## src/rtl/uart_pkg.sv

```systemverilog
// Shared UART framing definitions, reused by the RX frame controller and the TX-side framer.
package uart_pkg;

  typedef enum logic [1:0] {
    ST_HUNT    = 2'd0,
    ST_PAYLOAD = 2'd1,
    ST_CHECK   = 2'd2
  } frame_state_e;

  localparam logic [7:0] DEFAULT_HEADER = 8'hA5;
  localparam int         PAYLOAD_LEN    = 4;
  localparam int         PAYLOAD_W      = PAYLOAD_LEN * 8;

endpackage

```

## src/rtl/frame_timer.sv

```systemverilog
// Inter-byte idle timer: counts enabled cycles since the last clear and saturates at TIMEOUT_CYC-1.
module frame_timer #(
  parameter int TIMEOUT_CYC = 208333
) (
  input  logic i_clk,
  input  logic i_reset,
  input  logic i_clr,
  input  logic i_en,
  output logic o_expired
);

  localparam int TMR_W = (TIMEOUT_CYC > 1) ? $clog2(TIMEOUT_CYC) : 1;

  logic [TMR_W-1:0] r_cnt;

  assign o_expired = (r_cnt == TMR_W'(TIMEOUT_CYC - 1));

  // NOTE: sequential state uses non-blocking assignments so every flop updates from pre-edge values.
  always_ff @(posedge i_clk or negedge i_reset) begin
    if (!i_reset) begin
      r_cnt <= '0;
    end else if (i_clr) begin
      r_cnt <= '0;
    end else if (i_en && !o_expired) begin
      r_cnt <= r_cnt + 1'b1;
    end
  end

endmodule

```

## src/rtl/uart_frame_ctrl.sv

```systemverilog
// Receive-side frame controller: hunts for HEADER, collects four payload bytes, checks the XOR byte
// and presents the frame with a valid/ready hold, flagging checksum, timeout and overrun errors.
module uart_frame_ctrl
  import uart_pkg::*;
#(
  parameter logic [7:0] HEADER      = DEFAULT_HEADER,
  parameter int         TIMEOUT_CYC = 208333
) (
  input  logic                 i_clk,
  input  logic                 i_reset,
  input  logic                 i_rx_done,
  input  logic [7:0]           i_rx_data,
  input  logic                 i_frame_ready,
  output logic                 o_frame_valid,
  output logic [PAYLOAD_W-1:0] o_payload,
  output logic                 o_err_chk,
  output logic                 o_err_timeout,
  output logic                 o_err_overrun,
  output logic                 o_busy
);

  localparam int CNT_W = $clog2(PAYLOAD_LEN);

  frame_state_e         r_state;
  logic [CNT_W-1:0]     r_cnt;
  logic [7:0]           r_xor;
  logic [PAYLOAD_W-1:0] r_buf;
  logic [PAYLOAD_W-1:0] r_payload;
  logic                 r_frame_valid;
  logic                 r_err_chk;
  logic                 r_err_timeout;
  logic                 r_err_overrun;
  logic                 w_expired;
  logic                 w_timer_clr;
  logic                 w_timer_en;

  assign w_timer_clr = i_rx_done || (r_state == ST_HUNT);
  assign w_timer_en  = (r_state != ST_HUNT);

  frame_timer #(
    .TIMEOUT_CYC(TIMEOUT_CYC)
  ) u_timer (
    .i_clk    (i_clk),
    .i_reset  (i_reset),
    .i_clr    (w_timer_clr),
    .i_en     (w_timer_en),
    .o_expired(w_expired)
  );

  always_ff @(posedge i_clk or negedge i_reset) begin
    if (!i_reset) begin
      r_state       <= ST_HUNT;
      r_cnt         <= '0;
      r_xor         <= '0;
      r_buf         <= '0;
      r_payload     <= '0;
      r_frame_valid <= 1'b0;
      r_err_chk     <= 1'b0;
      r_err_timeout <= 1'b0;
      r_err_overrun <= 1'b0;
    end else begin
      r_err_chk     <= 1'b0;
      r_err_timeout <= 1'b0;
      r_err_overrun <= 1'b0;

      // NOTE: the last non-blocking assignment wins, so a reload in CHECK overrides this clear.
      if (r_frame_valid && i_frame_ready) begin
        r_frame_valid <= 1'b0;
      end

      unique case (r_state)
        ST_HUNT: begin
          if (i_rx_done && (i_rx_data == HEADER)) begin
            r_state <= ST_PAYLOAD;
            r_cnt   <= '0;
            r_xor   <= '0;
          end
        end

        ST_PAYLOAD: begin
          if (i_rx_done) begin
            r_buf <= {r_buf[PAYLOAD_W-9:0], i_rx_data};
            r_xor <= r_xor ^ i_rx_data;
            r_cnt <= r_cnt + 1'b1;
            if (r_cnt == CNT_W'(PAYLOAD_LEN - 1)) begin
              r_state <= ST_CHECK;
            end
          end else if (w_expired) begin
            r_state       <= ST_HUNT;
            r_err_timeout <= 1'b1;
          end
        end

        ST_CHECK: begin
          if (i_rx_done) begin
            r_state <= ST_HUNT;
            if (i_rx_data != r_xor) begin
              r_err_chk <= 1'b1;
            end else if (!r_frame_valid || i_frame_ready) begin
              r_payload     <= r_buf;
              r_frame_valid <= 1'b1;
            end else begin
              r_err_overrun <= 1'b1;
            end
          end else if (w_expired) begin
            r_state       <= ST_HUNT;
            r_err_timeout <= 1'b1;
          end
        end

        default: r_state <= ST_HUNT;
      endcase
    end
  end

  assign o_frame_valid = r_frame_valid;
  assign o_payload     = r_payload;
  assign o_err_chk     = r_err_chk;
  assign o_err_timeout = r_err_timeout;
  assign o_err_overrun = r_err_overrun;
  assign o_busy        = (r_state != ST_HUNT);

endmodule

```

## config.mk

```make
export PLATFORM = sky130hd
export DESIGN_NAME = uart_frame_ctrl
export DESIGN_NICKNAME = d
export VERILOG_FILES = /design/src/rtl/uart_pkg.sv /design/src/rtl/frame_timer.sv /design/src/rtl/uart_frame_ctrl.sv
export SDC_FILE = /design/constraint.sdc
export NUM_CORES = 1
export LEC_CHECK = 0
export BUFFER_PORTS_ARGS = -buffer_cell sky130_fd_sc_hd__buf_2
export CORE_UTILIZATION = 50
export CTS_CLUSTER_DIAMETER = 50
export DETAILED_ROUTE_END_ITERATION = 8
export PLACE_DENSITY = 0.76
export SLEW_MARGIN = 5
export SYNTH_ARGS = -nofsm -noshare
export SYNTH_HDL_FRONTEND = slang
export SYNTH_HIERARCHICAL = 1
export SYNTH_SLANG_ARGS = --single-unit
```

## constraint.sdc

```tcl
create_clock -name i_clk -period 3.25 [get_ports i_clk]
set_clock_uncertainty 0.05 [all_clocks]
set_input_delay 0.65 -clock i_clk [delete_from_list [all_inputs] [get_ports i_clk]]
set_output_delay 0.65 -clock i_clk [all_outputs]
set_load 0.01 [all_outputs]
```

== After elaboration in Yosys (flattened, before gate mapping) ==
Index checks and enable logic that the tools add are counted.

* Add/subtract/negate cells: 2
* Multiply operators: 0
* Div/mod/pow operators: 0
* Magnitude comparators: 0
* Eq/ne operators: 9
* Shift operators: 0
* Muxes and demuxes: 29
* Bitwise gates (word level): 2
* Reduce and logical (&&, ||, !) cells: 16

{| class="wikitable"
|+ Operators with widths
! operator !! count
|-
| $mux W18 || 2
|-
| $add A18 B1 Y18 const B || 1
|-
| $eq A18 B18 Y1 const B || 1
|-
| $mux W8 || 2
|-
| $pmux W8 S2 || 1
|-
| $mux W1 || 15
|-
| $mux W2 || 7
|-
| $eq A8 B8 Y1 const B || 1
|-
| $ne A8 B8 Y1 || 1
|-
| $xor A8 B8 Y8 || 1
|-
| $pmux W2 S3 || 1
|-
| $reduce_bool A2 Y1 || 3
|-
| $eq A2 B2 Y1 const B || 2
|-
| $pmux W2 S2 || 1
|-
| $reduce_and A2 Y1 || 2
|-
| $reduce_and A4 Y1 || 1
|-
| $logic_and A1 B1 Y1 || 3
|-
| $ne A3 B3 Y1 const B || 1
|-
| $reduce_and A3 Y1 || 1
|-
| $add A2 B1 Y2 const B || 1
|-
| $eq A2 B1 Y1 const B || 1
|-
| $logic_not A1 Y1 || 2
|-
| $logic_not A2 Y1 || 1
|-
| $logic_or A1 B1 Y1 || 2
|-
| 4 further kinds || 4
|}

* Register bits: 98
* Bits in latches: 0
* Memory bits (writable): 0
* Memory bits (read-only): 0
* Bits of input ports: 12
* Output and inout port bits: 37
* Word-level logic and storage cells: 68
* Memories kept: 0

== Longest topological paths before layout ==
Gate-level depths: netlist of run 1.

* Depth after elaboration: 6
* Depth in mapped cells: 8
* Depth with buffers taken out: 8

== Modules after synthesis ==
The synthesis of run 1 kept the hierarchy.

{| class="wikitable"
|+ By module, submodules not included
! module !! instances !! cells each !! area an instance (µm²) !! seq. area each (µm²)
|-
| uart_frame_ctrl || 1 || 232 || 3477.1 || 2001.9
|-
| frame_timer || 1 || 111 || 1026.0 || 450.4
|}

== Least setup slack after synthesis of run 1 ==
Ideal clock, no wire load.

* Kind: reg-to-reg
* Start point: register r_state[0]
* End point: register u_timer.r_cnt[17]
* Library setup time: 0.078 ns
* Arrival: 2.266 ns
* Data required time: 3.122 ns
* Slack: 0.856 ns
* Stages on the path, launching flop included: 9
* Path buffers: 1
* Period minus slack after synthesis: 2.394 ns
* Cell sequence: dfrtp_1 > inv_1 > ha_1 > inv_1 > buf_2 > nand3_1 > or4_1 > or3_1 > a21oi_1

* Cells in the longest elaborated chain, start to end: 3
* Elaborated cells on any way between the ends: 6
* Classes of those cells: mux (1); reduce/logical (5)

{| class="wikitable"
|+ RTL lines
! element !! RTL line !! text
|-
| start, declared || uart_frame_ctrl.sv:24 || <nowiki>frame_state_e r_state;</nowiki>
|-
| start signal, assigned || uart_frame_ctrl.sv:52 || <nowiki>r_state <= ST_HUNT;</nowiki>
|-
| start signal, assigned || uart_frame_ctrl.sv:74 || <nowiki>r_state <= ST_PAYLOAD;</nowiki>
|-
| start signal, assigned || uart_frame_ctrl.sv:86 || <nowiki>r_state <= ST_CHECK;</nowiki>
|-
| $reduce_bool A2 Y1 || n/a ||
|-
| net o_busy || uart_frame_ctrl.sv:19 || <nowiki>output logic o_busy</nowiki>
|-
| $logic_and A1 B1 Y1 || frame_timer.sv:24 || <nowiki>end else if (i_en && !o_expired) begin</nowiki>
|-
| $reduce_bool A2 Y1 (no source line) || n/a ||
|-
| end signal, assigned || frame_timer.sv:25 || <nowiki>r_cnt <= r_cnt + 1'b1;</nowiki>
|-
| end, declared || frame_timer.sv:14 || <nowiki>logic [TMR_W-1:0] r_cnt;</nowiki>
|}

The timed path passes the listed nets, and every way through them passes these cells.
A chain may end at the register's enable or synchronous reset.

== Worst setup path in the final report of run 1 ==
* Start point: register r_state[0]
* End point: register u_timer.r_cnt[17]

* Cells in the longest elaborated chain, start to end: 3
* Elaborated cells on any way between the ends: 6
* Classes of those cells: mux (1); reduce/logical (5)

{| class="wikitable"
|+ RTL lines
! element !! RTL line
|-
| $logic_not A2 Y1 or $reduce_bool A2 Y1 (tied branches) || uart_frame_ctrl.sv:37, uart_frame_ctrl.sv:38
|-
| $logic_or A1 B1 Y1 or $logic_and A1 B1 Y1 (tied branches) || uart_frame_ctrl.sv:37, frame_timer.sv:24
|-
| $mux W18 or $reduce_bool A2 Y1 (tied branches) || n/a
|}

Several ways; a longest one is shown, not always the timed one.

==> results_dict.tcl, run 1 <==
set metrics [dict create \
    antenna_cells 0 \
    grt_pass1_wl_mm 13.6 \
    multi_input_area_mm2 0.00194 \
    ctsHoldBuffers 0 \
    grt_usage_pct 18.3 \
    cts_tree "done" \
    dp.cells 492 \
    p_seq_share_pct 57.1 \
    leakagePower_nw 2.57 \
    die_h_um 96.9 \
    clockBufferDepth 2 \
    power_frac_clock_pct 29.7 \
    internal_power_mw 1.83 \
    drt_first_pass_iters 4 \
    grt.met1_usage_pct 24.1 \
    dieArea_mm2 0.00939 \
    p_comb_share_pct 13.2 \
    worstSetupPathType "reg2reg" \
    drt_iter0_drc 120 \
    drive_above_1_share_pct 35.8 \
    syn_area_per_cell_um2 13.1 \
    start_kind "register" \
    place.gp.congestion 0.750 \
    hpwl_mm 5.48 \
    outcome "finished clean" \
    antenna_found_initial 0 \
    rsz0062_at_grt "no" \
    grt.overflow.total 0 \
    swShare_pct 28.8 \
    synth_ff_type "dfrtp_1" \
    arrival_ns 2.86 \
    clock_latency_ns 0.36 \
    cpPeakStageDelay_ns 0.66 \
    cp_slowest_cell "or4_1" \
    ant_nets 0 \
    fill_cells 664 \
    path_common_cell "inv_1" \
    finalHoldViolCount 0 \
    grtUsageMet3_pct 5.20 \
    drcViolationCount 0 \
    maxCapViolations 0 \
    routed_wirelength_mm 8.01 \
    critical_path_required_ns 3.48 \
    ir_worst_vdd_mv 0.237 \
    htree_levels 3 \
    path_cells "inv_1 -> ha_1 -> inv_1 -> nand3_1 -> or4_1 -> or3_1 -> a21oi_1" \
    use_met2_pct 29.8 \
    synth_area_mm2 0.00450 \
    top_usage_layer "met2" \
    ys_types 48 \
    seq_area_frac_synth_pct 54.5 \
    async_flop_share_pct 100 \
    netlist_instances 343 \
    worst_pin_slew_ns 0.697 \
    route.vias.total 2843 \
    final_cells 508 \
    synth_seq_cells 98 \
    final_max_slew_viol_count 0 \
    coreArea_mm2 0.00872 \
    fin_nets 414 \
    seq_area_mm2 0.00245 \
    ys_warn_count 6 \
    switchingPower_mw 0.740 \
    area_growth_pct 12.3 \
    cts_setup_buffers 0 \
    initial_core_util_pct 51.6 \
    path_clk_slew_ns 0.10 \
    finalSetupViolations 0 \
    period_minus_slack_ns 2.63 \
    setup_tns_ns 0 \
    relSlewSlack_pct 53.4 \
    setup.worst_path.end_class "register" \
    io_pins 49 \
    path_max_fanout 16 \
    hp-class "in2async" \
    max_freq_ghz 0.381 \
    cts_buffers 9 \
    mappedNetlistNets 362 \
    power_density_mw_per_mm2 508 \
    cts_resized 0 \
    clock_sinks 98 \
    die_w_um 96.9 \
    timing.final.crit_share_pct 80.8 \
    rrSetupSlack_ns 0.62 \
    grt_pass1_vias 2776 \
    cts-root-buf "clkbuf_8" \
    grt_max_degree 59 \
    port_buffers 48 \
    wire_per_inst_um 15.8 \
    vias_per_cell 5.60 \
    synth_edf_count 0 \
    row_count 34 \
]
-- through the flow --
step / utilization, % / worst slack (ns) / hold slack (ns) / total power, mW / cell area [um2]
floorplan: - / 0.856 / 0.304 / 1.71 / 4500
global placement: 55.7 / 0.698 / 0.433 / 1.81 / 4860
detailed placement: 55.7 / 0.638 / 0.439 / 1.83 / 4860
CTS: 58.0 / 0.620 / 0.208 / 2.61 / 5060
global route: 58.0 / 0.406 / 0.225 / 2.70 / 5060
finish: 58.0 / 0.624 / 0.209 / 2.57 / 5060
-- final timing paths --
kind	depth (start not counted)	endpoint	start
setup / recovery	7	u_timer/r_cnt[17]	r_state[0]
hold / removal	1	o_payload[30]	i_reset
min in group i_clk	1	o_payload[21]	o_payload[21]
max in group asynchronous	2	r_xor[7]	i_reset
setup reg to reg	7	u_timer/r_cnt[17]	r_state[0]
hold reg to reg	1	o_payload[21]	o_payload[21]
-- power by group through the flow --
| stage | Sequential (mW) | Clock, mW | Combinational [mW] |
|---|---|---|---|
| after floorplan | 1.45 | 0 | 0.258 |
| after global placement | 1.48 | 0 | 0.326 |
| after detailed placement | 1.49 | 0 | 0.340 |
| after CTS | 1.47 | 0.801 | 0.343 |
| after global routing | 1.49 | 0.841 | 0.374 |
| final | 1.47 | 0.763 | 0.340 |
-- worst max-delay path: cells and delay by family (launching register included) --
family                     cells  cell delay, ns
DFF                            1            0.39
and+or+nand+nor                3            1.29
adders and majority gates      1            0.23
buffers and inverters          2            0.44
AOI/OAI and AO/OA              1            0.15
-- per-layer routing --
layer	up-vias	wire (um)
met3	8	305
met2	71	3930
met1	1413	3700
met5	-	0
met4	0	74
li1	1351	-
-- final cells by class --
cell class              instances  share of cell area [%]
clock buffers                   9                    2.45
inverters                      11                   0.816
flip-flops and latches         98                    48.5
repair buffers                 52                    5.64
multi-input cells             223                    38.4
well taps                     108                    2.67
clock inverters                 7                    1.56
-- flip-flops by register name, indices dropped and copies added (netlist names) --
register,cells
o_err_chk,1
r_xor,8
o_frame_valid,1
r_state,2
r_buf,32
o_err_overrun,1
u_timer/r_cnt,18
r_cnt,2
o_payload,32
o_err_timeout,1
-- cells in the mapped netlist, types with 3 or more instances --
| library cell | count | area (um2) |
|---|---|---|
| nor3b_1 | 4 | 30.0 |
| nor3_1 | 8 | 40.0 |
| nor2b_1 | 4 | 25.0 |
| buf_6 | 3 | 33.8 |
| xnor2_1 | 9 | 78.8 |
| a21o_1 | 4 | 30.0 |
| nor4_1 | 4 | 25.0 |
| or4_1 | 3 | 22.5 |
| inv_1 | 11 | 41.3 |
| o21ai_0 | 8 | 40.0 |
| buf_2 | 3 | 15.0 |
| buf_1 | 4 | 15.0 |
| or3_1 | 5 | 31.3 |
| dfrtp_1 | 98 | 2450 |
| nand2_1 | 12 | 45.0 |
| and3_1 | 3 | 18.8 |
| ha_1 | 7 | 87.6 |
| a21oi_1 | 8 | 40.0 |
| nand4_1 | 3 | 18.8 |
| nor2_1 | 16 | 60.1 |
| mux2_4 | 31 | 465 |
| nand3_1 | 5 | 25.0 |
| xor2_1 | 7 | 61.3 |
| mux2_2 | 35 | 394 |
| nand2b_1 | 7 | 43.8 |
| a31oi_1 | 15 | 93.8 |
-- cell usage in the layout (no fill, tap or decap), types with 3 or more instances in the layout --
master and count:
a21o_1 4, a21oi_1 8, a31oi_1 15, and3_1 3, buf_2 47, buf_4 4
clkbuf_8 9, dfrtp_1 98, ha_1 7, inv_1 11, mux2_2 35, mux2_4 31
nand2_1 12, nand2b_1 7, nand3_1 5, nand4_1 3, nor2_1 16, nor2b_1 4
nor3_1 8, nor3b_1 4, nor4_1 4, o21ai_0 8, or3_1 5, or4_1 3
xnor2_1 9, xor2_1 7
-- cells by family after synthesis --
family	share of synthesized area, %
mux	19.3
compound gates	6.78
buf+inv	2.42
fa+ha+maj	1.94
simple gates	12.0
flops	54.5
xor+xnor	3.11
(Power assumes the default switching activity.)
==> run 2: changes to the inputs <==
- clock period: 3.25 -> 2.6 ns (I/O delays scaled with it)
==> run 2 against run 1 <==
Effect of this change:
- sequential share of layout area unchanged
- critical path depth unchanged
- cell count grew 0.59%
- fmax rose by 11%
- core utilization unchanged
- critical path type unchanged
- non-clock buffer count rose by 3
- global-route usage is 0.64 points lower
- largest power group unchanged
- register-to-register slack lost 0.39 ns
- count of clock-buffer cells in the layout is 1 higher
- largest cell class unchanged
==> results_dict.tcl, run 2 (synthesis results as in run 1) <==
set metrics [dict create \
    coreArea_mm2 0.00872 \
    path_common_cell "inv_1" \
    dp.cells 495 \
    hold_slack_ns 0.105 \
    ant_nets 0 \
    vias_per_cell 5.53 \
    antenna_found_initial 0 \
    reg2reg_from "r_state[0]" \
    cts_tree "done" \
    critical_path_required_ns 2.83 \
    power_density_mw_per_mm2 631 \
    ir_worst_vdd_mv 0.422 \
    area_growth_pct 12.3 \
    path_max_fanout 8 \
    final_cell_area_mm2 0.00506 \
    io_pins 49 \
    cts_setup_buffers 0 \
    final_max_slew_viol_count 0 \
    ctsHoldBuffers 0 \
    dieArea_mm2 0.00939 \
    port_buffers 48 \
    die_h_um 96.9 \
    final_cells 511 \
    grt_max_degree 50 \
    met3_length_um 210 \
    clock_sinks 98 \
    final_common_cell "dfrtp_1" \
    clockBufferDepth 2 \
    max_freq_ghz 0.423 \
    finalHoldViolCount 0 \
    row_count 34 \
    p_seq_share_pct 57.3 \
    rsz0062_at_grt "no" \
    power_frac_clock_pct 29.4 \
    fin_nets 417 \
    rrSetupSlack_ns 0.24 \
    relSlewSlack_pct 61.0 \
    route.vias.total 2824 \
    drcViolationCount 0 \
    internal_power_mw 2.31 \
    outcome "finished clean" \
    switchingPower_mw 0.883 \
    maxCapViolations 0 \
    fill_cells 717 \
    worstSetupPathType "reg2reg" \
    wl_met1_mm 3.71 \
    swShare_pct 27.6 \
    ff2ff_path_depth 7 \
    top_layer "met4" \
    cts_resized 0 \
    routed_wirelength_mm 7.71 \
    path_cells "inv_1 -> ha_1 -> inv_1 -> nand3_1 -> or4_1 -> or3_1 -> a21oi_1" \
    grt_pass1_vias 2812 \
    hpwl_mm 5.57 \
    wire_per_inst_um 15.1 \
    setup.worst_path.end_class "register" \
    antenna_cells 0 \
    place.gp.congestion 0.816 \
    htree_levels 3 \
    cp_slowest_cell "or4_1" \
    hp-class "in2async" \
    cts-root-buf "clkbuf_8" \
    final_cell_mix "dfrtp_1 (98), buf_2 (47), mux2_2 (35)" \
    cpPeakStageDelay_ns 0.64 \
    path_clk_slew_ns 0.10 \
    worst_pin_slew_ns 0.585 \
    period_minus_slack_ns 2.36 \
    grt_pass1_wl_mm 13.4 \
    placed_cell_area_mm2 0.00487 \
    dr_wl_met2_mm 3.73 \
    leakagePower_nw 2.58 \
    r2r_end "u_timer/r_cnt[17]" \
    drive_above_1_share_pct 36.2 \
    drt_iter0_drc 65 \
    setup_tns_ns 0 \
    drt_first_pass_iters 4 \
    initial_core_util_pct 51.6 \
    start_kind "register" \
    cts_buffers 9 \
    finalSetupViolations 0 \
    power.total_mw 3.19 \
    p_comb_share_pct 13.3 \
    die_w_um 96.9 \
    grt.overflow.total 0 \
    timing.final.crit_share_pct 90.9 \
    arrival_ns 2.59 \
    clock_latency_ns 0.35 \
    grt_usage_pct 17.6 \
]
[run 2: cell count changes in the layout (fill, tap and decap cells not counted)]
cell | before | now
clkbuf_8 | 9 | 10
clkinv_8 | 2 | 0
buf_4 | 4 | 8
buf_12 | 1 | 0
clkinv_4 | 2 | 3
[run 2: how the worst max path moves through the flow]
stage                     startpoint                end  slack (ns)
after global placement    r_state[0]  u_timer/r_cnt[17]        0.34
after global routing      r_state[0]  u_timer/r_cnt[17]        0.06
after CTS                 r_state[0]  u_timer/r_cnt[17]        0.23
after detailed placement  r_state[0]  u_timer/r_cnt[17]        0.25
after floorplan           r_state[0]  u_timer/r_cnt[17]        0.21
final                     r_state[0]  u_timer/r_cnt[17]        0.24
[run 2: final cells by class]
cell class	instances	area (um2)	share of cell area [%]
Timing Repair Buffer	55	295	5.84
Clock inverter	6	55.1	1.09
Tap cell	108	135	2.67
Sequential cell	98	2450	48.5
Multi-Input combinational cell	223	1940	38.4
Clock buffer	10	138	2.72
Inverter	11	41.3	0.816
[run 2: per-stage QoR]
stage,utilization [%],setup slack [ns]
after floorplan,-,0.206
after global placement,55.8,0.344
after detailed placement,55.8,0.246
after CTS,58.0,0.230
after global routing,58.0,0.0557
final,58.0,0.237
[run 2: power by group through the flow]
stage                     sequential [mW]  combinational (mW)  clock, mW
after floorplan                      1.82               0.323          0
after global placement               1.86               0.412          0
after detailed placement             1.87               0.430          0
after CTS                            1.83               0.430      0.972
after global routing                 1.86               0.471       1.03
final                                1.83               0.424      0.939
[run 2: per-layer routing]
layer	track usage, %	vias to the layer above
li1	-	1356
met1	23.5	1418
met2	29.1	44
met5	0	-
met4	5.05	0
met3	3.68	6
[run 2: worst max-delay path: cells and delay by family (launching register included)]
family | cells | cell delay [ns]
adder cells (fa/ha/maj) | 1 | 0.23
AND/OR/NAND/NOR | 3 | 1.21
flip-flops | 1 | 0.38
buffers and inverters | 2 | 0.27
AO/OA/AOI/OAI | 1 | 0.14
